--- config.mk ---
export PLATFORM = sky130hd
export DESIGN_NAME = poly_invntt_frommont
export DESIGN_NICKNAME = d
export VERILOG_FILES = /design/src/rtl/poly_invntt_frommont.sv
export SDC_FILE = /design/constraint.sdc
export NUM_CORES = 1
export LEC_CHECK = 0
export ABC_AREA = 1
export BUFFER_PORTS_ARGS = -buffer_cell sky130_fd_sc_hd__buf_2
export CORE_MARGIN = 5
export CORE_UTILIZATION = 50
export DETAILED_ROUTE_END_ITERATION = 8
export GPL_TIMING_DRIVEN = 0
export PLACE_DENSITY_LB_ADDON = 0.12
export SLEW_MARGIN = 20
export SYNTH_ARGS = -nofsm -noshare
export SYNTH_HDL_FRONTEND = slang
export SYNTH_SLANG_ARGS = --single-unit
--- constraint.sdc ---
create_clock -name clk -period 4.97 [get_ports clk]
set_clock_uncertainty 0.2 [all_clocks]
set_input_delay 0.2485 -clock clk [delete_from_list [all_inputs] [get_ports clk]]
set_output_delay 0.2485 -clock clk [all_outputs]
set_load 0.1 [all_outputs]
--- src/rtl/poly_invntt_frommont.sv ---
// poly_invntt_frommont: streaming fqmul(coef, F) post-processor for the
// inverse NTT. Each coefficient is multiplied by F (1/128 scaling combined
// with leaving the Montgomery domain) and then Montgomery-reduced.
// The pipeline is stallable, with a valid/ready handshake on both sides.
// Build option FROMMONT_CSUBQ_EN adds a fourth stage that maps the result
// from (-q, q) to the canonical range [0, q).
module poly_invntt_frommont #(
    parameter int KYBER_N          = 256,
    parameter int KYBER_Q          = 3329,
    parameter int MontgomeryR_QINV = 62209,
    parameter int FROMMONT_F       = 1441,
    parameter int i_Coeffs_Width   = 16,
    parameter int o_Coeffs_Width   = 16
) (
    input  logic                             clk,
    input  logic                             reset_n,
    input  logic                             i_valid,
    output logic                             i_ready,
    input  logic signed [i_Coeffs_Width-1:0] iCoeffs,
    output logic                             o_valid,
    input  logic                             o_ready,
    output logic signed [o_Coeffs_Width-1:0] oCoeffs,
    output logic                             o_last,
    output logic [$clog2(KYBER_N)-1:0]       oCount
);

    localparam int CW = $clog2(KYBER_N);
    localparam logic [CW-1:0]      LAST_IDX = CW'(KYBER_N - 1);
    localparam logic signed [15:0] QINV16   = 16'(MontgomeryR_QINV);
    localparam logic signed [31:0] QINV_S   = 32'(QINV16);
    localparam logic signed [31:0] Q_S      = 32'(KYBER_Q);
    localparam logic signed [31:0] F_S      = 32'(FROMMONT_F);

    // Every stage moves together; a bubble at the output never blocks.
    logic adv;
    assign adv     = !o_valid || o_ready;
    assign i_ready = adv;

    logic signed [31:0] coef_ext;
    logic signed [31:0] p_next;
    assign coef_ext = 32'(iCoeffs);
    assign p_next   = coef_ext * F_S;

    logic               v1_reg;
    logic signed [31:0] p1_reg;
    logic [CW-1:0]      cnt1_reg;
    logic [CW-1:0]      in_cnt_reg;

    // Stage 1: capture coef*F and tag it with the running input index.
    always_ff @(posedge clk or negedge reset_n) begin
        if (!reset_n) begin
            v1_reg     <= 1'b0;
            p1_reg     <= '0;
            cnt1_reg   <= '0;
            in_cnt_reg <= '0;
        end else if (adv) begin
            v1_reg <= i_valid;
            if (i_valid) begin
                p1_reg     <= p_next;
                cnt1_reg   <= in_cnt_reg;
                in_cnt_reg <= (in_cnt_reg == LAST_IDX) ? '0 : in_cnt_reg + 1'b1;
            end
        end
    end

    // Montgomery quotient: only the low 16 bits of p*QINV matter.
    logic signed [15:0] t_next;
    assign t_next = 16'(p1_reg * QINV_S);

    logic               v2_reg;
    logic signed [31:0] p2_reg;
    logic signed [15:0] t2_reg;
    logic [CW-1:0]      cnt2_reg;

    // Stage 2: register the quotient alongside the product and its tag.
    always_ff @(posedge clk or negedge reset_n) begin
        if (!reset_n) begin
            v2_reg   <= 1'b0;
            p2_reg   <= '0;
            t2_reg   <= '0;
            cnt2_reg <= '0;
        end else if (adv) begin
            v2_reg   <= v1_reg;
            p2_reg   <= p1_reg;
            t2_reg   <= t_next;
            cnt2_reg <= cnt1_reg;
        end
    end

    // Low half of p - t*q is zero by construction; the high half is the result.
    logic signed [31:0] qt;
    logic signed [31:0] diff;
    logic signed [o_Coeffs_Width-1:0] r_next;
    assign qt     = 32'(t2_reg) * Q_S;
    assign diff   = p2_reg - qt;
    assign r_next = o_Coeffs_Width'(diff >>> 16);

    logic                             s3_valid_reg;
    logic signed [o_Coeffs_Width-1:0] s3_data_reg;
    logic                             s3_last_reg;
    logic [CW-1:0]                    s3_cnt_reg;

    // Stage 3: reduced coefficient with its index and end-of-polynomial flag.
    always_ff @(posedge clk or negedge reset_n) begin
        if (!reset_n) begin
            s3_valid_reg <= 1'b0;
            s3_data_reg  <= '0;
            s3_last_reg  <= 1'b0;
            s3_cnt_reg   <= '0;
        end else if (adv) begin
            s3_valid_reg <= v2_reg;
            s3_data_reg  <= r_next;
            s3_last_reg  <= (cnt2_reg == LAST_IDX);
            s3_cnt_reg   <= cnt2_reg;
        end
    end

`ifdef FROMMONT_CSUBQ_EN
    logic signed [o_Coeffs_Width-1:0] csub_next;
    assign csub_next = (s3_data_reg < 0) ? s3_data_reg + o_Coeffs_Width'(KYBER_Q)
                                         : s3_data_reg;

    logic                             s4_valid_reg;
    logic signed [o_Coeffs_Width-1:0] s4_data_reg;
    logic                             s4_last_reg;
    logic [CW-1:0]                    s4_cnt_reg;

    // Stage 4: conditional add of q gives a canonical [0, q) result.
    always_ff @(posedge clk or negedge reset_n) begin
        if (!reset_n) begin
            s4_valid_reg <= 1'b0;
            s4_data_reg  <= '0;
            s4_last_reg  <= 1'b0;
            s4_cnt_reg   <= '0;
        end else if (adv) begin
            s4_valid_reg <= s3_valid_reg;
            s4_data_reg  <= csub_next;
            s4_last_reg  <= s3_last_reg;
            s4_cnt_reg   <= s3_cnt_reg;
        end
    end

    assign o_valid = s4_valid_reg;
    assign oCoeffs = s4_data_reg;
    assign o_last  = s4_last_reg;
    assign oCount  = s4_cnt_reg;
`else
    assign o_valid = s3_valid_reg;
    assign oCoeffs = s3_data_reg;
    assign o_last  = s3_last_reg;
    assign oCount  = s3_cnt_reg;
`endif

endmodule

==> run metrics <==
status complete, no violations; die width 170 µm; die area 28,900 µm²; Tot GR Track Use 21.0%; Layout Nets 2,055; sequential area share after synthesis 22.6%; initial core utilization 50.9%; antenna fix cells 0; final WL 29,300 µm; Core Area 25,200 µm²; clk_lat worst skew 420 ps; ANT nets after route 0; Slew headroom 42.7%; kind of critical path register to register; fin crit period 4760 ps; IO Port Bufs 46; clock transition at the registers of the reported paths 60 ps; Critical Path RT 5050 ps; DRC errors left 0; Yosys cell types 39; setup ws final 206 ps; Critical Path AT a little under 5000 ps; CTS Buf Count 17; Die Span Y 170 µm; Synthesized Nets slightly below 2,000; Post-Place Setup Slack -211 ps; CTS Buffer Depth 2; synth warn 0; Boundary Pins 47; crit-path max cell delay 540 ps; crit path max fanout 11; syn avg cell area 7.89 µm²; drt wl/cell 14.3 µm; first-pass GRT wire length roughly 50,000 µm; First-pass DRT Iterations 5; cells after synthesis between 1,500 and 2,000; Final Hold Viols 0; synthesis-to-layout area growth 12.0%; Fmax achieved 210 MHz; met2 usage 39.8%; DPL Wire Length between 20,000 and 25,000 µm; final hold slack 65.6 ps; antenna violations before repair 0; share of cells above drive strength 1 a little under a tenth; MaxCap Viol Count 0; DR vias/cell a little under 5; first-iteration detailed-routing DRC count 476; CP cell instances ha_1 -> ha_1 -> inv_1 -> fa_1 -> fa_1 -> inv_1 -> ha_1 -> fa_1 -> inv_1 -> ha_1 -> nand2_1 -> nor2_1 -> inv_1 -> nor3_4 -> a21oi_2 -> xor2_1 -> o21ai_0; H-tree depth 4; crit share post-route ~96%; Worst path slowest cell fa_1; hold crit path type primary input to register; most frequent cells in the layout inv_1, nand2_1, ha_1, dfrtp_1, fa_1; GP Congestion 0.898; Final Max Tran Viols 0; vias in the first global route 10,400; crit end category register; M3 GR Usage 2.42%; startpoint class of the critical path register; Final setup viols 0; # rows 58; vias ~10,000; Root Driver clkbuf_16; GRT Max-Usage Layer met2; CTS tree built; Seq cells post-synth ~120; commonest non-fill, non-tap cell in the layout inv_1; largest net degree at the start of global routing 82; CTS sink count 116; grt ovf 0; M1 GR Usage about 25%; mapped cell area 12,800 µm²; measured slew at the worst slew-check pin 859 ps
what timing repair did:
action                     CTS  global route
hold buffers                 6             0
resized for setup            2            42
hold endpoints to repair   119             0
buffers inserted             0            10
setup endpoints to repair    9            16
pin swaps                    0             2
layout make-up:
type	count	area [µm²]
inverters	411	1540
flip-flops and latches	116	2920
clock buffers	17	425
fillers	2377	10800
clock inverters	15	164
multi-input cells	1076	8390
well taps	330	413
repair buffers	63	399
plain buffers	22	96.3
logic make-up (layout without fill, tap and decap cells):
group                    count (synthesis)  in the layout  share of synthesized area [%]
AND/OR/NAND/NOR                        570            570                           18.7
buffers and inverters                  433            528                           12.8
adder cells (fa/ha/maj)                328            328                           37.8
AO/OA/AOI/OAI                          153            153                           6.40
flip-flops                             116            116                           22.6
XOR/XNOR                                25             25                           1.71
cell usage after synthesis:
cell type | instances | area (µm²)
fa_1 | 98 | 1960
buf_1 | 1 | 3.75
a21oi_1 | 49 | 245
nor2_2 | 4 | 25.0
o21a_1 | 2 | 15.0
dfrtp_1 | 116 | 2900
nor3b_1 | 1 | 7.51
clkbuf_1 | 10 | 37.5
inv_2 | 1 | 3.75
nand3b_1 | 6 | 45.0
nand3_2 | 3 | 30.0
and3_1 | 1 | 6.26
nand2_2 | 7 | 43.8
o21ai_1 | 3 | 15.0
a21o_1 | 1 | 7.51
clkinv_1 | 2 | 7.51
inv_1 | 407 | 1530
clkinv_2 | 1 | 5.00
ha_1 | 230 | 2880
nand4_1 | 18 | 113
nor2_4 | 1 | 11.3
a21boi_0 | 1 | 7.51
or2_1 | 1 | 6.26
xor2_1 | 13 | 114
o21bai_1 | 7 | 52.6
nand2_1 | 363 | 1360
nor2_1 | 76 | 285
a31oi_1 | 2 | 12.5
nor3_2 | 2 | 20.0
a21oi_2 | 1 | 8.76
o21ai_2 | 1 | 8.76
buf_2 | 11 | 55.1
o21ai_0 | 84 | 420
xnor2_1 | 12 | 105
o21bai_4 | 1 | 18.8
nand3_1 | 73 | 365
o41ai_1 | 1 | 8.76
nor3_1 | 11 | 55.1
or2_2 | 3 | 18.8
stage by stage:
step	instance area, µm²	TNS [ps]	util [%]	cells
after floorplan	12800	0	-	1625
after global placement	13500	-906	53.5	2001
after detailed placement	13500	-1170	53.6	2002
after CTS	14100	0	56.2	2040
after global routing	14400	-14.4	57.0	2050
final	14400	0	57.0	2050
worst paths after layout:
path | from | endpoint | slack (ps) | cells past startpoint
setup / recovery | p2_reg[3] | oCoeffs[0] | 210 | 17
hold / removal | iCoeffs[5] | p1_reg[5] | 70 | 4
setup reg to reg | p2_reg[3] | oCoeffs[0] | 210 | 17
hold reg to reg | oCoeffs[11] | oCoeffs[11] | 280 | 2
max in group asynchronous | reset_n | p1_reg[3] | 3750 | 3
min in group asynchronous | reset_n | oCoeffs[1] | 90 | 2
critical path: cells and delay by family (launching register included):
kind                       cells  cell delay, ps
adders and majority gates      7            2770
DFF                            1             490
and+or+nand+nor                3             420
buffers and inverters          4             270
xor gates and xnor gates       1             240
AOI/OAI and AO/OA              2             220
routing by layer:
metal	wire (µm)	vias to the layer above	share of wire [%]
li1	-	5177	-
met1	12500	4791	43
met2	15500	130	53
met3	624	38	2.1
met4	669	0	2.3
met5	0	-	0
Power is not shown: default switching activity piles up to over one toggle a cycle in this logic, so the estimate is an artifact.
